$ cat src/rtl/sprite_wr_if.sv
// Row-beat stream from the sprite loader into sprite_bank_writer.
// The master drives rows; the slave (the bank writer) returns wr_ready.
interface sprite_wr_if #(
  parameter int WIDTH = 8
);
  logic             wr_valid;
  logic             wr_ready;
  logic [WIDTH-1:0] wr_data;
  logic             wr_last;

  modport master (output wr_valid, output wr_data, output wr_last, input wr_ready);
  modport slave  (input wr_valid, input wr_data, input wr_last, output wr_ready);
endinterface

$ cat src/rtl/sprite_bank_writer.sv
// Double-buffered sprite row store: fills the back bank from a row stream and swaps it to the front on a vblank rise.
// Optional SPRITE_MIRROR_EN adds i_mirror, which presents the front row bit-reversed.
module sprite_bank_writer #(
  parameter int ROWS   = 16,
  parameter int WIDTH  = 8,
  parameter int ADDR_W = 4
) (
  input  logic              clk,
  input  logic              reset,
  sprite_wr_if.slave        wr,
  input  logic              i_vblank,
  input  logic [ADDR_W-1:0] i_rom_addr,
`ifdef SPRITE_MIRROR_EN
  input  logic              i_mirror,
`endif
  output logic [WIDTH-1:0]  o_rom_bits,
  output logic              o_frame_pending,
  output logic              o_swap_done,
  output logic              o_frame_err
);

  localparam logic [2:0] S_CLEAR   = 3'd0;
  localparam logic [2:0] S_FILL    = 3'd1;
  localparam logic [2:0] S_PAD     = 3'd2;
  localparam logic [2:0] S_PENDING = 3'd3;
  localparam logic [2:0] S_SWAP    = 3'd4;

  localparam logic [ADDR_W-1:0] LAST_ROW = ADDR_W'(ROWS - 1);

  logic [2:0]        r_state;
  logic              r_front_sel;
  logic [ADDR_W-1:0] r_wr_ptr;
  logic [ADDR_W-1:0] r_clr_ptr;
  logic              r_vblank_q;
  logic              r_swap_done;
  logic              r_frame_err;
  logic [WIDTH-1:0]  r_mem [2][ROWS];

  logic              w_accept;
  logic              w_back;
  logic              w_vblank_rise;
  logic [WIDTH-1:0]  w_row;

  assign wr.wr_ready     = (r_state == S_FILL);
  assign w_accept        = wr.wr_valid && (r_state == S_FILL);
  assign w_back          = ~r_front_sel;
  assign w_vblank_rise   = i_vblank && !r_vblank_q;

  assign o_frame_pending = (r_state == S_PENDING) || (r_state == S_SWAP);
  assign o_swap_done     = r_swap_done;
  assign o_frame_err     = r_frame_err;

  // NOTE: sequential state uses non-blocking assignments only, so every flop samples pre-edge values.
  always_ff @(posedge clk) begin
    if (reset) begin
      r_state     <= S_CLEAR;
      r_front_sel <= 1'b0;
      r_wr_ptr    <= '0;
      r_clr_ptr   <= '0;
      r_vblank_q  <= 1'b0;
      r_swap_done <= 1'b0;
      r_frame_err <= 1'b0;
    end else begin
      r_vblank_q  <= i_vblank;
      r_swap_done <= 1'b0;
      r_frame_err <= 1'b0;
      case (r_state)
        S_CLEAR: begin
          if (r_clr_ptr == LAST_ROW) begin
            r_state   <= S_FILL;
            r_wr_ptr  <= '0;
            r_clr_ptr <= '0;
          end else begin
            r_clr_ptr <= r_clr_ptr + 1'b1;
          end
        end
        S_FILL: begin
          if (w_accept) begin
            // The last physical row always closes the frame, flagged if the sender forgot wr_last.
            if (r_wr_ptr == LAST_ROW) begin
              r_state     <= S_PENDING;
              r_frame_err <= ~wr.wr_last;
            end else begin
              r_wr_ptr <= r_wr_ptr + 1'b1;
              if (wr.wr_last) r_state <= S_PAD;
            end
          end
        end
        S_PAD: begin
          if (r_wr_ptr == LAST_ROW) r_state <= S_PENDING;
          else                      r_wr_ptr <= r_wr_ptr + 1'b1;
        end
        S_PENDING: begin
          if (w_vblank_rise) r_state <= S_SWAP;
        end
        S_SWAP: begin
          r_front_sel <= ~r_front_sel;
          r_wr_ptr    <= '0;
          r_swap_done <= 1'b1;
          r_state     <= S_FILL;
        end
        default: r_state <= S_CLEAR;
      endcase
    end
  end

  // NOTE: the row storage has no reset branch; the CLEAR state zeroes it row by row, which keeps it RAM-mappable.
  always_ff @(posedge clk) begin
    if (r_state == S_CLEAR) begin
      r_mem[0][r_clr_ptr] <= '0;
      r_mem[1][r_clr_ptr] <= '0;
    end else if (w_accept) begin
      r_mem[w_back][r_wr_ptr] <= wr.wr_data;
    end else if (r_state == S_PAD) begin
      r_mem[w_back][r_wr_ptr] <= '0;
    end
  end

  // NOTE: w_row gets a default before the conditional so no latch is inferred.
  always_comb begin
    w_row = '0;
    if (int'(i_rom_addr) < ROWS) w_row = r_mem[r_front_sel][i_rom_addr];
  end

`ifdef SPRITE_MIRROR_EN
  always_comb begin
    o_rom_bits = w_row;
    if (i_mirror) begin
      for (int i = 0; i < WIDTH; i++) o_rom_bits[i] = w_row[WIDTH-1-i];
    end
  end
`else
  assign o_rom_bits = w_row;
`endif

endmodule

$ cat src/flat_wrapper.sv
// flat-port wrapper written by rule: the top's interface ports become plain ports
module sprite_bank_writer_flat 
#(
  parameter int ROWS   = 16,
  parameter int WIDTH  = 8,
  parameter int ADDR_W = 4
)
  (clk, reset, i_vblank, i_rom_addr, o_rom_bits, o_frame_pending, o_swap_done, o_frame_err, wr_wr_valid, wr_wr_data, wr_wr_last, wr_wr_ready);
  sprite_wr_if #(.WIDTH(WIDTH)) wr_i ();
  input  logic clk;
  input  logic reset;
  input  logic i_vblank;
  input  logic [ADDR_W-1:0] i_rom_addr;
  output logic [WIDTH-1:0] o_rom_bits;
  output logic o_frame_pending;
  output logic o_swap_done;
  output logic o_frame_err;
  input wire logic [$bits(wr_i.wr_valid)-1:0] wr_wr_valid;
  input wire logic [$bits(wr_i.wr_data)-1:0] wr_wr_data;
  input wire logic [$bits(wr_i.wr_last)-1:0] wr_wr_last;
  output wire logic [$bits(wr_i.wr_ready)-1:0] wr_wr_ready;
  assign wr_i.wr_valid = wr_wr_valid;
  assign wr_i.wr_data = wr_wr_data;
  assign wr_i.wr_last = wr_wr_last;
  assign wr_wr_ready = wr_i.wr_ready;
  sprite_bank_writer #(.ROWS(ROWS), .WIDTH(WIDTH), .ADDR_W(ADDR_W)) u_core (.clk(clk), .reset(reset), .wr(wr_i), .i_vblank(i_vblank), .i_rom_addr(i_rom_addr), .o_rom_bits(o_rom_bits), .o_frame_pending(o_frame_pending), .o_swap_done(o_swap_done), .o_frame_err(o_frame_err));
endmodule
$ cat config.mk
export PLATFORM = sky130hd
export DESIGN_NAME = sprite_bank_writer_flat
export DESIGN_NICKNAME = d
export VERILOG_FILES = /design/src/rtl/sprite_wr_if.sv /design/src/rtl/sprite_bank_writer.sv /design/src/flat_wrapper.sv
export SDC_FILE = /design/constraint.sdc
export NUM_CORES = 1
export LEC_CHECK = 0
export BUFFER_PORTS_ARGS = -buffer_cell sky130_fd_sc_hd__buf_2
export CELL_PAD_IN_SITES_DETAIL_PLACEMENT = 0
export CELL_PAD_IN_SITES_GLOBAL_PLACEMENT = 1
export CORE_MARGIN = 5
export CORE_UTILIZATION = 57
export DETAILED_ROUTE_END_ITERATION = 12
export PLACE_DENSITY = 0.94
export SLEW_MARGIN = 20
export SYNTH_ARGS = -nofsm -noshare
export SYNTH_HDL_FRONTEND = slang
export SYNTH_SLANG_ARGS = --single-unit
$ cat constraint.sdc
create_clock -name clk -period 3.7 [get_ports clk]
set_input_delay 0.37 -clock clk [delete_from_list [all_inputs] [get_ports clk]]
set_output_delay 0.37 -clock clk [all_outputs]
set_load 0.01 [all_outputs]
## After elaboration in Yosys (flattened, before gate mapping)

Memories as Yosys holds them, arrays and structs flattened. A register that Yosys moved wholly into a read port is not among the register bits.
Index checks and enable logic that the tools add are counted.

- Flip-flop bits (word level): 15
- Latch bits: 0
- RAM bits: 256
- ROM bits: 0
- Input port bits: 17
- Output and inout port bits: 12
- Word-level logic and storage cells: 336
- Memories kept: 1

- $add $sub $neg: 2
- $mul: 0
- Divide/modulo/power cells: 0
- $lt $le $gt $ge: 5
- Equality and inequality tests: 11
- Shift operators: 0
- Mux-type cells: 162
- Bitwise gates (word level): 136
- Reduce and logical (&&, ||, !) cells: 12

Memory list:

| name | words | width | rd ports | clocked after memory_dff | wr ports | RTL line | text |
|---|---|---|---|---|---|---|---|
| u_core.r_mem | 2 | 128 | 1 | 1 | 2 | sprite_bank_writer.sv:37 | `logic [WIDTH-1:0] r_mem [2][ROWS];` |

Operator list:

| operator | number |
|---|---|
| $mux W128 | 5 |
| $mux W1 | 138 |
| $or A1 B1 Y1 | 128 |
| $reduce_or A128 Y1 | 1 |
| $demux W8 S4 | 2 |
| $bmux W8 S4 | 1 |
| $mux W8 | 4 |
| $mux W3 | 6 |
| $mux W4 | 4 |
| $pmux W4 S4 | 1 |
| $ge A5 B5 Y1 const B | 3 |
| $not A4 Y5 | 3 |
| $pmux W3 S5 | 1 |
| $lt A5 B1 Y1 const B | 2 |
| $add A4 B1 Y4 const B | 2 |
| $eq A4 B4 Y1 const B | 2 |
| $ne A2 B1 Y1 const B | 4 |
| $eq A3 B2 Y1 const B | 2 |
| $not A1 Y1 | 5 |
| $reduce_and A5 Y1 | 1 |
| $logic_and A1 B1 Y1 | 4 |
| $reduce_bool A4 Y1 | 1 |
| $reduce_or A4 Y1 | 1 |
| $eq A3 B1 Y1 const B | 1 |
| other kinds (6) | 6 |

## Longest topological paths before layout

- Word-level depth: 9
- Depth in mapped cells: 6
- Gate-level depth less buffers: 6

## Worst setup path before layout

Ideal clock, no wire load.

- Kind: input-to-output
- From: in i_rom_addr[1]
- To: out o_rom_bits[0]
- Arrival time: 2.091 ns
- Data required time: 3.330 ns
- Slack: 1.239 ns
- Stages on the path: 5
- Path buffers: 2
- Path through: clkbuf_1 -> clkbuf_1 -> mux4_2 -> mux4_2 -> mux2_2

- Cells in the longest elaborated chain, start to end: 4

Ends and longest elaborated chain:

| item | RTL line | text |
|---|---|---|
| from (decl) | flat_wrapper.sv:13 | `input logic [ADDR_W-1:0] i_rom_addr;` |
| $not A4 Y5 (implied by the code) | sprite_bank_writer.sv:122 | `if (int'(i_rom_addr) < ROWS) w_row = r_mem[r_front_sel][i_rom_addr];` |
| $bmux W8 S4 | sprite_bank_writer.sv:122 |  |
| $mux W8 (implied by the code) (2 in a row) | sprite_bank_writer.sv:122 |  |
| to (decl) | flat_wrapper.sv:14 | `output logic [WIDTH-1:0] o_rom_bits;` |

No other way between the ends. The select of a mux whose other input is x is not followed.

## Worst setup path in the final report

- From: in i_rom_addr[0]
- To: out o_rom_bits[7]

The elaborated chain is that of the path after synthesis.

==> impl_metrics.tcl <==
set metrics [dict create \
    outcome "finished clean" \
    finalCriticalPeriod_ps 2914 \
    syn_to_final_growth_pct 10.79 \
    crit_path_end_kind "primary output" \
    start_kind "input pin" \
    die-height_um 160.1 \
    utilization 0.6339 \
    initial_core_util 0.5722 \
    syn_avg_cell_area_um2 14.77 \
    core-area_um2 22430 \
    clock_path_buffers 3 \
    yosys_warnings 0 \
    dr.pass1.iters 5 \
    final_common_cell "edfxtp_1" \
    grt_usage 0.2451 \
    antenna_found_initial 2 \
    avgRoutedWirePerCell_um 25.85 \
    rows 55 \
    viasPerCell 6.247 \
    worstSetupPathType "input pin to primary output" \
    syn_area_um2 12840 \
    n_fill_cell 1557 \
    grt_first_pass_wirelength_um 47320 \
    synth_fp_nets 894 \
    ys_ff_latch 272 \
    slowest_stage "mux4_2" \
    setup_violations 0 \
    die-area_um2 25620 \
    clk_pin_slew_ps 60 \
    maxCapViolations 0 \
    timing.setup.tns_ps 0 \
    n_antenna_cell 0 \
    drc 0 \
    pre_cts_slack_ps 753.7 \
    r2r_slack_ps 860 \
    setup_ws_ps 785.8 \
    crit_path_max_incr_delay_ps 540 \
    cp_max_fo 16 \
    drt-met1-wl_um 12020 \
    ir_drop_uv 317.1 \
    multiInputGateArea_um2 4552 \
    hold_viol 0 \
    slew_viol_final 0 \
    num_vias 7509 \
    wl_met3_um 4055 \
    finalNetCount 920 \
    critPathRequiredTime_ps 3330 \
    io_pins 29 \
    final_cell_mix "256 x edfxtp_1, 248 x and2_1, 80 x mux4_2" \
    tightest_slew_ps 1101 \
    cts-root-buf "clkbuf_16" \
    synthDistinctLibCells 43 \
    numCtsBuffers 29 \
    syn_inst 869 \
    fin_skew_ps 13.21 \
    hpwl_um 21160 \
    hold_class "input pin to register" \
    h-tree-depth 1 \
    ys_seq_area_frac 0.6238 \
    die_w_um 160.1 \
    routed_wl_um 31070 \
    io_buffer_count 28 \
    clock_sink_count 272 \
    cts_tree "done" \
    crit_arrival_ps 2540 \
    grt_max_degree 33 \
    clock_latency_ps 540 \
    max_freq_mhz 343.1 \
    drtIter0Drc 838 \
    p_leak_nw 4.910 \
    seq_area_um2 8008 \
    rsz0062_at_grt "no" \
    max_slew_margin 0.2614 \
    finalCritPeriodShare 0.7876 \
    powerDensity_nw_per_um2 538.7 \
    grt_pass1_vias 7380 \
    antenna_left 0 \
    wl_met2_um 14370 \
    grt.overflow.total 0 \
    worstPathCellList "buf_4, buf_4, mux4_2, mux4_2, mux2_2, buf_2" \
    top_layer "met5" \
    gp_congestion 0.8815 \
    drive_above_1_share 0.2083 \
]
## layout make-up
class / count / area share
sequential: 272 / 0.5631
multi-input combinational: 532 / 0.3201
clock buffer: 31 / 0.05156
timing repair buffer: 54 / 0.02657
tap: 285 / 0.02507
clock inverter: 22 / 0.01205
inverter: 6 / 0.001584
## per-layer routing
| metal | up-vias | global-route usage |
|---|---|---|
| li1 | 3292 | - |
| met1 | 3720 | 0.3505 |
| met2 | 449 | 0.3742 |
| met3 | 44 | 0.07897 |
| met4 | 4 | 0.05632 |
| met5 | - | 0 |
## worst paths after layout
path	start	endpoint	cells after the start
worst max-delay path	i_rom_addr[0]	o_rom_bits[7]	6
worst min-delay path	i_vblank	u_core.r_vblank_q	2
worst max register to register	u_core.r_state[1]	u_core.r_mem[1][52]	4
worst min register to register	u_core.r_wr_ptr[0]	u_core.r_wr_ptr[0]	2
## cell families (layout without fill, tap and decap cells)
family | Yosys count | after routing | synth area share
flops | 272 | 272 | 0.6238
xor+xnor | 2 | 2 | 0.001365
simple gates | 372 | 372 | 0.1681
mux | 89 | 89 | 0.1483
compound gates | 61 | 61 | 0.02905
fa+ha+maj | 8 | 8 | 0.007798
buf+inv | 65 | 113 | 0.02154
## metrics by stage
step                area (µm²)  hold WS (ps)  total power [mW]  std cells
finish                   14220         67.99             7.661       1202
global route             14220         78.30             7.909       1202
CTS                      14220         54.91             7.668       1202
detailed placement       13310         538.4             4.958       1148
global placement         13310         536.4             4.917       1148
floorplan                12840         441.6             4.495        869
## worst max-delay path: cells and delay by family
family | cells | cell delay, ps
mux | 3 | 1330
buf+inv | 3 | 840
## synthesized netlist by cell type
master	n	area (µm²)
o21a_1	1	7.510
or4_1	1	7.510
nor4bb_1	2	20.02
o21ai_0	17	85.08
a211o_1	2	17.52
or2_2	1	6.260
a32oi_1	1	8.760
nand2b_1	10	62.56
nor2_1	40	150.1
nor3b_1	1	7.510
inv_1	6	22.52
and4_1	1	8.760
o22ai_1	18	112.6
buf_1	4	15.01
and3_1	10	62.56
a41oi_1	1	8.760
a211oi_1	2	15.01
buf_2	2	10.01
clkbuf_1	46	172.7
or3b_2	1	8.760
or3_1	1	6.260
nand3_1	13	65.06
a21boi_0	1	7.510
and2_0	1	6.260
edfxtp_1	256	7687
ha_1	8	100.1
buf_4	6	45.04
nor2b_1	3	18.77
mux2_2	9	101.4
mux4_2	80	1802
nor3_1	7	35.03
dfxtp_1	16	320.3
nand4_1	1	6.260
a31oi_1	1	6.260
a21bo_2	1	10.01
nand2_1	26	97.59
nand3b_1	5	37.54
o211ai_1	1	7.510
xnor2_1	2	17.52
buf_6	1	11.26
a311oi_1	3	26.28
a21oi_1	12	60.06
and2_1	248	1551
## state kept, by name (all words and copies together), names as in the netlist, named ones only
| signal | flops |
|---|---|
| u_core.r_vblank_q | 1 |
| u_core.o_frame_err | 1 |
| u_core.r_clr_ptr | 4 |
| u_core.r_front_sel | 1 |
| u_core.o_swap_done | 1 |
| u_core.r_wr_ptr | 4 |
| u_core.r_state | 3 |
| u_core.r_mem | 256 |
## repair_timing
action / in CTS / in global routing
buffers inserted: 0 / 0
hold buffers: 1 / 0
resized for setup: 0 / 0
endpoints found under the hold margin: 1 / 0
## power by group
group          internal [mW]  switching, mW
Combinational          0.412          0.675
Sequential              3.70          0.120
Clock                   1.57           1.18
Total                   5.68           1.98
No activity file was read; power rests on OpenSTA's default activity.
